File: config.mk
export PLATFORM = sky130hd
export DESIGN_NAME = msk_ct_word_serializer
export DESIGN_NICKNAME = d
export VERILOG_FILES = /design/src/rtl/msk_ct_word_serializer.sv
export SDC_FILE = /design/constraint.sdc
export NUM_CORES = 1
export LEC_CHECK = 0
export ABC_CLOCK_PERIOD_IN_PS = 2100
export BUFFER_PORTS_ARGS = -buffer_cell sky130_fd_sc_hd__buf_2
export CAP_MARGIN = 20
export CORE_MARGIN = 4
export CORE_UTILIZATION = 50
export DETAILED_ROUTE_END_ITERATION = 8
export GPL_TIMING_DRIVEN = 0
export HOLD_SLACK_MARGIN = 0.15
export PLACE_DENSITY = 0.79
export SLEW_MARGIN = 10
export SYNTH_ARGS = -nofsm -noshare
export SYNTH_HDL_FRONTEND = slang
export SYNTH_SLANG_ARGS = --single-unit
File: constraint.sdc
create_clock -name clk -period 2.1 [get_ports clk]
set_input_delay 0.42 -clock clk [delete_from_list [all_inputs] [get_ports clk]]
set_output_delay 0.42 -clock clk [all_outputs]
set_load 0.01 [all_outputs]
File: src/rtl/msk_ct_word_serializer.sv
// Purpose : capture one masked 128-bit ciphertext (shbus, d shares) and stream it out as four 32-bit masked words.
// Latency : first word visible the cycle after the load handshake; a block drains in 4 cycles, back-to-back with no bubble.
// Backpressure: out_valid/out_ready hold rule on the output; in_ready only while empty or on the last-word pop.
//
// Ports:
//   clk        system clock, all state on rising edge
//   rst        synchronous reset, active-low
//   in_valid   masked ciphertext available (from core cipher_valid)
//   in_ready   buffer can accept (to core out_ready)
//   sh_in      masked ciphertext, shbus encoding: bit i shares at [i*d +: d]
//   out_valid  sh_word holds a valid word
//   out_ready  consumer accepts sh_word this cycle
//   sh_word    masked word j = sh_in[j*32*d +: 32*d], shbus encoding
//   out_idx    index of the current word (0..3)
//   out_last   high with out_valid on word 3
//
// Shares are only routed, never combined: word select is a mux on the registered counter.
module msk_ct_word_serializer #(
    parameter int d           = 2,
    parameter bit CLEAR_EMPTY = 1'b1
) (
    input  logic              clk,
    input  logic              rst,
    input  logic              in_valid,
    output logic              in_ready,
    input  logic [128*d-1:0]  sh_in,
    output logic              out_valid,
    input  logic              out_ready,
    output logic [32*d-1:0]   sh_word,
    output logic [1:0]        out_idx,
    output logic              out_last
);

    localparam int WW = 32 * d;

    typedef enum logic {
        EMPTY = 1'b0,
        SEND  = 1'b1
    } state_t;

    state_t                 state_q, state_d;
    logic [1:0]             cnt_q, cnt_d;
    logic [3:0][WW-1:0]     blk_q, blk_d;

    logic full;
    logic pop;
    logic last_pop;
    logic load;

    assign full      = (state_q == SEND);

    // Outputs are forced to zero while reset is asserted, even before the
    // clock edge that clears the registers.
    assign out_valid = rst & full;
    assign out_last  = out_valid & (cnt_q == 2'd3);
    assign out_idx   = rst ? cnt_q : 2'd0;
    assign sh_word   = rst ? blk_q[cnt_q] : '0;

    assign pop       = out_valid & out_ready;
    assign last_pop  = pop & (cnt_q == 2'd3);

    // A new block may load in the same cycle the last word leaves, so a
    // continuous source sees no idle cycle between blocks.
    assign in_ready  = rst & (~full | last_pop);
    assign load      = in_valid & in_ready;

    always_comb begin
        state_d = state_q;
        cnt_d   = cnt_q;
        blk_d   = blk_q;
        unique case (state_q)
            EMPTY: begin
                if (load) begin
                    blk_d   = sh_in;
                    cnt_d   = 2'd0;
                    state_d = SEND;
                end
            end
            SEND: begin
                if (load) begin
                    // only reachable together with the last pop: load wins
                    blk_d   = sh_in;
                    cnt_d   = 2'd0;
                    state_d = SEND;
                end else if (pop) begin
                    cnt_d = cnt_q + 2'd1;
                    if (cnt_q == 2'd3) begin
                        state_d = EMPTY;
                        if (CLEAR_EMPTY) begin
                            // drop the consumed shares rather than leave them resident
                            blk_d = '0;
                        end
                    end
                end
            end
            default: state_d = EMPTY;
        endcase
    end

    always_ff @(posedge clk) begin
        if (!rst) begin
            state_q <= EMPTY;
            cnt_q   <= 2'd0;
            blk_q   <= '0;
        end else begin
            state_q <= state_d;
            cnt_q   <= cnt_d;
            blk_q   <= blk_d;
        end
    end

endmodule

After elaboration in Yosys (flattened, before gate mapping). Index checks and enable logic that the tools add are counted.

Add/sub/neg operators: 1. $lt $le $gt $ge: 1. Equality and inequality tests: 4. Muxes and demuxes: 18. Bitwise operators: 8. Reduce and logical (&&, ||, !) cells: 2.

Operators with widths (number): $mux 256 (4); $pmux 256 s2 (1); $bmux 64 s2 (1); $mux 64 (2); $mux 2 (4); $and 1x1->1 (6); $ne 3x1->1 const B (2); $mux 1 (4); $pmux 2 s2 (1); $lt 2x3->1 const B (1); $reduce_and 3->1 (1); $add 2x1->2 const B (1); $eq 2x2->1 const B (1); $ne 2x2->1 const B (1); $pmux 1 s2 (1); $reduce_and 2->1 (1); $not 1->1 (1); $or 1x1->1 (1).

Register bits after elaboration: 259. Input bits: 260. Output and inout port bits: 69. Logic and storage cells: 40.

Depth between registers and ports, before layout. Gate-level depths: netlist (run 1).

Depth after elaboration: 8. Depth in mapped cells: 6. Mapped depth without buffers: 4.

Worst setup path before layout (run 1). OpenSTA, ideal clock, no wires.

Kind: register to output. Start: register cnt_q[1]. End: output sh_word[59]. Arrival time: 1.428 ns. Data required time: 1.680 ns. Setup slack: 0.252 ns. Stages on the path, launching flop included: 5. Path buffers: 2. Path through: dfxtp_1 > buf_4 > buf_4 > mux4_2 > and2_1.

Longest elaborated chain between the ends: 3.

Ends and longest elaborated chain: start, declared (line 42) `logic [1:0] cnt_q, cnt_d;`; start signal, assigned (line 107) `cnt_q <= cnt_d;`; $bmux 64 s2 (line 57) `assign sh_word = rst ? blk_q[cnt_q] : '0;`; $mux 64 (implied by the code) (line 57); $mux 64 (line 57); end, declared (line 29) `output logic [32*d-1:0] sh_word,`.

Every way passes these cells. The select of a mux whose other input is x is not followed.

Final worst setup path (run 1).
Start: register cnt_q[1]. End: output sh_word[62].

Same word-level chain as after synthesis.

==> run summary, run 1 <==
Synth cell types: 24
post-synth top area share: 52.50%
sequential fraction of the synthesis area: 52.50%
Nets: 1639
final period utilization: 119.0%
max-cap violations: 0
Startpoint Class: flop
delay-heaviest family, CP: multiplexers
Routed wire per std cell: 25.91 um
Worst EP required: 1.68 ns
Synth Instances: 741
Worst path slowest cell: mux4_2
Hold WC Path Type: input pin to flop
maximum number of pins on one net before global-route repair: 15
crit path cell chain: buf_12, buf_12, mux4_2, and2_1, buf_2
RR Endpoint: blk_q[212]
GR Layer Usage met1: 40.51%
top post-synthesis cells by area: dfxtp_1, a22o_1, mux4_2
worst endpoint data arrival time: 2.08 ns
CP Capture Type: primary output
met2 Use GR: 63.36%
failing checks: negative setup slack
DRC viols: 0
Warnings, synthesis: 0
CTS Root Cell: clkbuf_16
DR iter-0 viols: 682
VDD IR max: 0.8138 mV
Slew @ Worst Pin: 0.6364 ns
min cycle time layout: 2.498 ns
Hold Path Stages: 3
Synth-to-Final Area Change: 65.71%
final hold vios: 0
clock latency on the worst-skew pair: 0.52 ns
Layout Cells excl Fill: 1671
IO buf count: 328
maximum operating frequency: 0.4003 GHz
via count: 10.09k
initial antenna violation count: 8
Final Skew: 0.009987 ns
drt total wl: 43300 um
all-layer global routing usage: 36.60%
die height: 148.6 um
Pwr Total: 12290 uW
fill count: 886
area leader, netlist: dfxtp_1
Hold EP: cnt_q[1]
crit path kind: flop to primary output
reg2reg start: cnt_q[1]
FF+latch count, synth: 259
Initial Util: 50.75%
Syn Area/Cell: 13.33 um2
syn_nets: 1002
die area: 0.02207 mm2
GPL Wtd Cong: 0.8671
number of global-route vias before repair: 10.93k
H-tree depth: 1
Final Setup Violations: 66
gr busiest metal: met2
fin worst setup slack: -0.3981 ns
RSZ-0062 raised after global routing: yes
R2R setup slack: 0.04 ns
CTS max path bufs: 3
Sink Count: 259
hpwl dp: 22120 um
GR Overflow Total: 0
relative slew slack: 57.58%
share of layout cells above drive strength 1: 41.85%
post-DR vias/cell: 6.040
fin. max-slew vios: 0
CTS tree: done
core area: 0.01946 mm2
outcome: complete, but fails checks
first-pass GRT wire length: 62450 um
Clock transition at path regs: 0.07 ns
synthesized area: 0.009877 mm2
DRT Pass-1 Iters: 5
CP max stage delay: 0.51 ns
pwr/cell area: 751.2 mW/mm2
Most common cell on crit path: buf_12
Row Count: 51
CP bufs+invs: 3
total CTS buffers: 27
Crit. path cell count: 5
Placed Cells incl. Taps: 1334
met3 Use GR: 8.958%
Die Wd: 148.6 um
IO Pins: 329
Leakage: 0.007255 uW
Worst Path Max Fanout: 7
Reg2Reg Depth: 10
min-delay src: out_ready
Post-Route Utilization: 84.10%
final antenna-violating net count: 0
[worst register-to-register path, cell delays in order (launching register included)]
cell      delay, ns
dfxtp_4        0.38
buf_6          0.14
buf_6          0.12
ha_4           0.16
a21boi_4       0.19
buf_4          0.16
nor3b_4        0.04
buf_4          0.16
buf_4          0.19
buf_4          0.20
a22o_1         0.21
[logic make-up (layout without fill, tap and decap cells)]
group | after synthesis | in the layout | share of synthesized area, %
other cells | 0 | 8 | 0
buf+inv | 79 | 736 | 4.839
compound gates | 261 | 261 | 23.09
fa+ha+maj | 1 | 1 | 0.1267
simple gates | 76 | 76 | 4.763
flops | 259 | 259 | 52.50
mux | 64 | 64 | 14.59
xor+xnor | 1 | 1 | 0.08869
[synth_stat cells]
master and instances:
clkbuf_1 17, ha_1 1, nor2_1 1, buf_4 14
o211a_1 1, nor2b_1 1, buf_2 31, clkbuf_4 2
mux4_2 64, nand3_1 3, buf_6 11, dfxtp_1 259
a21oi_1 1, xor2_1 1, a22o_1 256, nand2_1 2
and3_1 1, o21a_1 1, nor3b_2 1, and2_1 67
buf_1 3, inv_1 1, o21ai_0 1, a21boi_2 1
[worst max-delay path by stage]
stage	from	end	slack, ns
floorplan	cnt_q[1]	sh_word[59]	0.25
CTS	cnt_q[1]	sh_word[55]	-0.36
finish	cnt_q[1]	sh_word[62]	-0.40
global placement	cnt_q[1]	sh_word[7]	-0.20
detailed placement	cnt_q[1]	sh_word[14]	-0.22
global route	cnt_q[1]	sh_word[62]	-0.44
[report_power, final]
| part | switching [uW] | internal (uW) | total (uW) |
|---|---|---|---|
| Clock | 2070 | 3050 | 5110 |
| Combinational | 735 | 1030 | 1760 |
| Sequential | 205 | 5210 | 5420 |
[sequential cells by signal, indices dropped and copies added (netlist names)]
signal  flops
cnt_q       2
blk_q     256
full        1
[per-layer routing]
metal / routed length, um / up-vias
met5: 0 / -
met4: 3086 / 0
met3: 3944 / 231
met2: 21580 / 771
met1: 14690 / 4883
li1: - / 4208
[what timing repair did]
action | 4_1_cts | 5_1_grt
hold buffers | 257 | 0
setup buffers | 9 | 7
cloned | 3 | 4
resized for setup | 110 | 93
endpoints found under the hold margin | 257 | 0
setup endpoints to repair | 67 | 185
pin swaps | 1 | 2
[layout make-up]
| class | instances | area (um2) | share of cell area, % |
|---|---|---|---|
| flip-flops and latches | 259 | 5192 | 31.73 |
| repair buffers | 608 | 4811 | 29.39 |
| multi-input cells | 403 | 4373 | 26.72 |
| clock buffers | 38 | 767.0 | 4.686 |
| plain buffers | 78 | 696.9 | 4.258 |
| well taps | 265 | 331.6 | 2.026 |
| clock inverters | 11 | 171.4 | 1.047 |
| diodes | 8 | 20.02 | 0.1223 |
| inverters | 1 | 3.754 | 0.02293 |
[through the flow]
| step | setup WS (ns) | TNS [ns] | cell area (um2) | hold slack, ns |
|---|---|---|---|---|
| floorplan | 0.2519 | 0 | 9877 | 0.4435 |
| global placement | -0.2026 | -5.388 | 11850 | 0.4552 |
| detailed placement | -0.2242 | -5.988 | 11850 | 0.4591 |
| CTS | -0.3607 | -19.47 | 15930 | 0.1798 |
| global route | -0.4405 | -23.70 | 16370 | 0.2392 |
| finish | -0.3981 | -20.67 | 16370 | 0.2123 |
[layout by cell type (no fill, tap or decap), types with 3 or more instances in the layout]
cell	instances
clkbuf_2	10
buf_4	16
buf_6	67
mux4_2	64
bufinv_16	4
and2_4	50
diode_2	8
dfxtp_1	257
buf_16	3
buf_2	306
clkbuf_8	5
buf_8	4
clkinv_2	4
dlygate4sd3_1	257
and2_1	17
buf_12	11
nand3_1	3
a22o_1	256
clkbuf_16	30
clkbuf_1	13
Note: power is estimated with default switching activity, not from simulation.
==> run 2, diff against run 1 <==
BUFFER_PORTS_ARGS = not set   (was -buffer_cell sky130_fd_sc_hd__buf_2)
CORE_ASPECT_RATIO = 0.7   (was not set)
CORE_UTILIZATION = 55   (was 50)
CTS_CLUSTER_SIZE = 12   (was not set)
DONT_BUFFER_PORTS = 1   (was not set)
PLACE_DENSITY = 0.7   (was 0.79)
==> run 2 against run 1 <==
Net effect:
- the flow now stops in 4_1_cts
- area after synthesis did not move
- synthesized cell count did not move
==> run summary, run 2 <==
outcome: aborted with a tool error
Exit stage: 4_1_cts
Error: [ERROR RSZ-0060] Max buffer count reached.
Synth Instances: 741 (unchanged)
Hold-fix buffers, CTS: 202 (-21%)
IO buf count: 0 (-100%)
GPL Wtd Cong: 0.8909 (+2.7%)
Die Wd: 168.2 um (+13%)
# resized after CTS: 86 (-22%)
CTS Root Cell: clkbuf_16
total CTS buffers: 25 (-7.4%)
Post-synth EDFFs: 0 (unchanged)
Synth cell types: 24 (unchanged)
FF+latch count, synth: 259 (unchanged)
syn_nets: 1002 (unchanged)
Initial Util: 56.87% (+6.1 points)
commonest cells in the synthesized netlist: dfxtp_1, a22o_1, and2_1, mux4_2, buf_2
synthesized area: 0.009877 mm2 (unchanged)
CTS max path bufs: 3 (unchanged)
IO Pins: 329 (unchanged)
top post-synthesis cells by area: dfxtp_1, a22o_1, mux4_2
area leader, netlist: dfxtp_1
Syn Area/Cell: 13.33 um2 (unchanged)
sequential fraction of the synthesis area: 52.50% (unchanged)
Post-CTS Setup Bufs: 4 (-5)
post-synth top area share: 52.50% (unchanged)
die height: 120.1 um (-19%)
most common cell in the synthesized netlist: dfxtp_1
Sink Count: 259 (unchanged)
Synth async-reset ratio: 0% (unchanged)
pre-CTS WS: -0.06184 ns (+0.1623 ns)
Warnings, synthesis: 0 (unchanged)
Synth Flop Type: dfxtp_1
H-tree depth: 1 (unchanged)
hpwl dp: 21240 um (-4.0%)
Row Count: 40 (-22%)
-- run 2: cell families after synthesis --
logic type / after synthesis / share of synthesized area, %
simple gates: 76 / 4.763
buf+inv: 79 / 4.839
compound gates: 261 / 23.09
mux: 64 / 14.59
flops: 259 / 52.50
xor+xnor: 1 / 0.08869
fa+ha+maj: 1 / 0.1267
-- run 2: stage by stage --
| step | TNS (ns) | area (um2) | util, % | instances |
|---|---|---|---|---|
| after detailed placement | -0.7067 | 10170 | 58.54 | 972 |
| after global placement | -0.8113 | 10170 | 58.54 | 972 |
| after floorplan | 0 | 9877 | - | 741 |
==> run 3, diff against run 2 <==
CORE_ASPECT_RATIO = not set   (was 0.7)
CORE_UTILIZATION = 40   (was 55)
CTS_CLUSTER_SIZE = not set   (was 12)
HOLD_SLACK_MARGIN = not set   (was 0.15)
PLACE_DENSITY = not set   (was 0.7)
PLACE_DENSITY_LB_ADDON = 0.15   (was not set)
==> run 3 against run 2 <==
Net effect:
- the flow now finishes, with violations (negative setup slack)
==> run summary, run 3 (same netlist as run 1, synthesis figures left out) <==
crit path kind: flop to primary output
Routed wire per std cell: 25.33 um
final hold vios: 0
drt total wl: 32680 um
reg2reg start: cnt_q[0]
Row Count: 57 (+43%)
Startpoint Class: flop
initial antenna violation count: 1
Hold EP: blk_q[56]
Hold Path Stages: 1
number of flip-flops in the largest register: 256
core area: 0.02432 mm2
Hold WC Path Type: input pin to flop
fill count: 2034
largest register by flop count: blk_q
maximum operating frequency: 0.4334 GHz
Nets: 1207
CP Capture Type: primary output
DR iter-0 viols: 539
IO Pins: 329 (unchanged)
combinational power share: 9.7%
Initial Util: 40.61% (-16 points)
maximum number of pins on one net before global-route repair: 14
fin. max-slew vios: 0
Int Power: 9426 uW
hpwl dp: 22180 um (+4.4%)
FF+latch area: 0.005192 mm2
Post-Place Cell Area: 0.01028 mm2 (+1.1%)
Final Skew: 0.01374 ns
all-layer global routing usage: 22.63%
DRT Pass-1 Iters: 5
CTS Root Cell: clkbuf_16
Switching Share: 22.18%
Reg power frac: 44.5%
CTS max path bufs: 3 (unchanged)
number of global-route vias before repair: 8206
Sink Count: 259 (unchanged)
fin worst setup slack: -0.2073 ns
Slew @ Worst Pin: 0.7118 ns
DRC viols: 0
first-pass GRT wire length: 48040 um
Worst Path Max Fanout: 9
share of layout cells above drive strength 1: 24.35%
via count: 7528
Post-Route Utilization: 55.09%
total CTS buffers: 28 (+12%)
final period utilization: 109.9%
IO buf count: 0 (unchanged)
GR Overflow Total: 0
design area: 0.01340 mm2
clock latency on the worst-skew pair: 0.53 ns
Switching Power: 2686 uW
VDD IR max: 0.6214 mV
Pwr Total: 12110 uW
most frequent cells in the layout: dfxtp_1, a22o_1, dlygate4sd3_1
RSZ-0062 raised after global routing: yes
H-tree depth: 1 (unchanged)
RR Endpoint: blk_q[197]
footprint of the multi-input gates: 0.004339 mm2
pwr/cell area: 904.1 mW/mm2
Final Setup Violations: 64
Reg2Reg Depth: 6
worst endpoint data arrival time: 1.89 ns
Worst EP required: 1.68 ns
Clock power frac: 45.8%
Die Wd: 165.1 um (-1.8%)
Synth-to-Final Area Change: 35.63%
Clock transition at path regs: 0.06 ns
most common cell after layout, fill and taps aside: dfxtp_1
CTS tree: done
die height: 165.1 um (+37%)
pre-CTS WS: -0.1698 ns (-0.1080 ns)
max-cap violations: 0
final antenna-violating net count: 0
min-delay src: sh_in[56]
post-DR vias/cell: 5.836
Leakage: 0.005359 uW
R2R setup slack: 0.14 ns
setup tns final: -11.37 ns
failing checks: negative setup slack
GPL Wtd Cong: 0.8009 (-10%)
die area: 0.02727 mm2
relative slew slack: 52.55%
outcome: complete, but fails checks
min cycle time layout: 2.307 ns
## run 3: final cells by class
class                   count  area share (%)
clock buffers              41           6.426
flip-flops and latches    259           38.76
clock inverters             8           1.438
inverters                   1         0.02802
repair buffers            175           13.32
diodes                      1         0.01868
plain buffers              78           4.595
well taps                 324           3.026
multi-input cells         403           32.39
## run 3: worst max-delay path by stage
stage	from	end	cells after the start
2_1_floorplan	cnt_q[1]	sh_word[59]	4
3_3_place_gp	rst	blk_q[77]	5
3_5_place_dp	rst	blk_q[109]	5
4_1_cts	cnt_q[1]	sh_word[62]	4
5_1_grt	cnt_q[1]	sh_word[15]	5
6_report	cnt_q[1]	sh_word[60]	4
## run 3: metal layers
layer  track usage, %  share of wire (%)  vias up
met3            5.758                8.3       50
met4            5.671                2.4        0
met5                0                  0        -
met2            39.85                 51      329
met1            27.71                 38     3814
li1                 -                  -     3335
## run 3: critical path: stages, from the launching register on
cell	delay, ns
dfxtp_4	0.38
buf_12	0.14
buf_12	0.14
mux4_2	0.51
and2_4	0.19
## run 3: stage by stage
step	instances	hold WS, ns
finish	1290	0.01810
global route	1290	0.001623
CTS	1285	0.0001192
detailed placement	1065	0.4583
global placement	1065	0.4558
floorplan	741	0.4435
## run 3: power by group through the flow
stage                     clock [uW]  combinational, uW  sequential, uW
after floorplan                    0                647            5420
after global placement             0                828            5470
after detailed placement           0                849            5480
after CTS                       5610               1170            5380
after global routing            5790               1260            5410
final                           5550               1180            5390
## run 3: repair_timing
item	in CTS	in global routing
endpoints found under the setup margin	207	108
hold buffers	166	4
cloned	1	0
setup buffers	4	0
resized for setup	89	14
hold endpoints to repair	166	4
==> run 4, diff against run 3 <==
RECOVER_POWER = 25   (was not set)
==> run 4 against run 3 <==
Net effect:
- the flow still finishes with violations (negative setup slack)
- setup slack lost 0.0042 ns
- non-clock buffer count is the same
- die area is the same
- utilization is essentially flat
- wire length is essentially flat
- clock power is essentially flat
- clock-buffer cell count is the same
- fmax shrank 0.18%
- largest power group unchanged
==> run summary, run 4 (same netlist as run 1, synthesis figures left out) <==
CP Capture Type: primary output
die height: 165.1 um (unchanged)
DRT Pass-1 Iters: 5 (unchanged)
drt total wl: 32670 um (about the same)
footprint of the multi-input gates: 0.004339 mm2 (unchanged)
Hold WC Path Type: input pin to flop
maximum number of pins on one net before global-route repair: 14 (unchanged)
Switching Power: 2694 uW (+0.28%)
IO Pins: 329 (unchanged)
CTS Root Cell: clkbuf_16
Layout Cells excl Fill: 1290 (unchanged)
fin worst setup slack: -0.2114 ns (-0.004175 ns)
Switching Share: 22.23% (+0.049 points)
first-pass GRT wire length: 48040 um (unchanged)
CTS max path bufs: 3 (unchanged)
clock latency on the worst-skew pair: 0.53 ns (about the same)
maximum operating frequency: 0.4326 GHz (-0.18%)
GPL Wtd Cong: 0.8009 (unchanged)
GR Overflow Total: 0 (unchanged)
hpwl dp: 22180 um (unchanged)
min cycle time layout: 2.311 ns (+0.004175 ns)
Clock power frac: 45.8% (about the same)
Die Wd: 165.1 um (unchanged)
post-DR vias/cell: 5.856 (+0.35%)
Post-Place Cell Area: 0.01028 mm2 (unchanged)
Row Count: 57 (unchanged)
core area: 0.02432 mm2 (unchanged)
IO buf count: 0 (unchanged)
FF+latch area: 0.005192 mm2 (unchanged)
die area: 0.02727 mm2 (unchanged)
Int Power: 9425 uW (about the same)
DRC viols: 0 (unchanged)
Worst EP required: 1.68 ns (about the same)
most frequent cells in the layout: dfxtp_1, a22o_1, dlygate4sd3_1
largest register by flop count: blk_q
relative slew slack: 51.18% (-1.4 points)
Startpoint Class: flop
VDD IR max: 0.6165 mV (-0.79%)
H-tree depth: 1 (unchanged)
failing checks: negative setup slack
combinational power share: 9.7% (about the same)
RSZ-0062 raised after global routing: yes
most common cell after layout, fill and taps aside: dfxtp_1
DR iter-0 viols: 576 (+6.9%)
all-layer global routing usage: 22.63% (unchanged)
Reg power frac: 44.4% (about the same)
Final Skew: 0.01249 ns (-0.001251 ns)
Sink Count: 259 (unchanged)
number of global-route vias before repair: 8206 (unchanged)
Leakage: 0.005355 uW (about the same)
Worst Path Max Fanout: 9 (unchanged)
initial antenna violation count: 1 (unchanged)
crit path kind: flop to primary output
pwr/cell area: 904.7 mW/mm2 (about the same)
fin. max-slew vios: 0 (unchanged)
Nets: 1207 (unchanged)
final hold vios: 0 (unchanged)
final period utilization: 110.1% (+0.20 points)
Placed Cells incl. Taps: 1065 (unchanged)
Clock transition at path regs: 0.06 ns (about the same)
Synth-to-Final Area Change: 35.62% (about the same)
final antenna-violating net count: 0 (unchanged)
share of layout cells above drive strength 1: 24.25% (-0.10 points)
worst endpoint data arrival time: 1.89 ns (about the same)
Final Setup Violations: 102 (+59%)
Slew @ Worst Pin: 0.7324 ns (+0.02055 ns)
Initial Util: 40.61% (unchanged)
via count: 7554 (+0.35%)
CTS tree: done
fill count: 2032 (-0.098%)
total CTS buffers: 28 (unchanged)
Routed wire per std cell: 25.32 um (about the same)
number of flip-flops in the largest register: 256 (unchanged)
outcome: complete, but fails checks
max-cap violations: 0 (unchanged)
design area: 0.01340 mm2 (about the same)
-- run 4: critical path, cell delays in order (launching register included) --
cell and delay [ns]:
dfxtp_4 0.38, buf_12 0.14, buf_12 0.15, mux4_2 0.51, and2_4 0.18
-- run 4: final timing paths --
kind                            cells after the start  startpoint  slack, ns          end
worst max-delay path                                4    cnt_q[1]      -0.21  sh_word[59]
worst min-delay path                                1  sh_in[250]       0.02   blk_q[250]
worst max register to register                      6    cnt_q[0]      -0.04    blk_q[16]
worst min register to register                      1  blk_q[139]       0.47   blk_q[139]
-- run 4: per-stage QoR --
step                      TNS, ns  setup WS [ns]  utilization [%]  hold WS [ns]  total power [uW]
after global placement     -16.33        -0.1536            42.28        0.4558              6296
after global routing       -23.22        -0.2802            55.08      0.001623             12460
final                      -12.25        -0.2114            55.08       0.01693             12120
after floorplan                 0         0.2519                -        0.4435              6068
after detailed placement   -18.21        -0.1698            42.28        0.4583              6332
after CTS                  -13.94        -0.2513            54.83     0.0001192             12160
-- run 4: power by group through the flow --
stage	combinational, uW	clock (uW)	sequential [uW]
CTS	1170	5610	5380
detailed placement	849	0	5480
global route	1260	5790	5410
floorplan	647	0	5420
finish	1180	5550	5380
global placement	828	0	5470
-- run 4: timing repair --
| action | in CTS | in global routing |
|---|---|---|
| gates cloned | 1 | 0 |
| gates resized for setup | 89 | 14 |
| hold endpoints to repair | 166 | 4 |
| hold buffers | 166 | 4 |
| endpoints found under the setup margin | 207 | 108 |
| pin swaps | 0 | 0 |
| buffers inserted | 4 | 0 |
-- run 4: routing by layer --
layer / routed length (um) / share of wire, % / global-route usage [%] / vias to the layer above
met5: 0 / 0 / 0 / -
met4: 739 / 2.3 / 5.671 / 0
met3: 2846 / 8.7 / 5.758 / 46
met2: 16570 / 51 / 39.85 / 348
met1: 12510 / 38 / 27.71 / 3821
li1: - / - / - / 3339
-- run 4: area by class of cell --
cell class	instances	share of cell area, %
Sequential cell	259	38.76
Multi-Input combinational cell	403	32.39
Timing Repair Buffer	175	13.32
Clock buffer	41	6.426
Buffer	78	4.586
Tap cell	324	3.026
Clock inverter	8	1.438
Inverter	1	0.02802
Antenna cell	1	0.01868
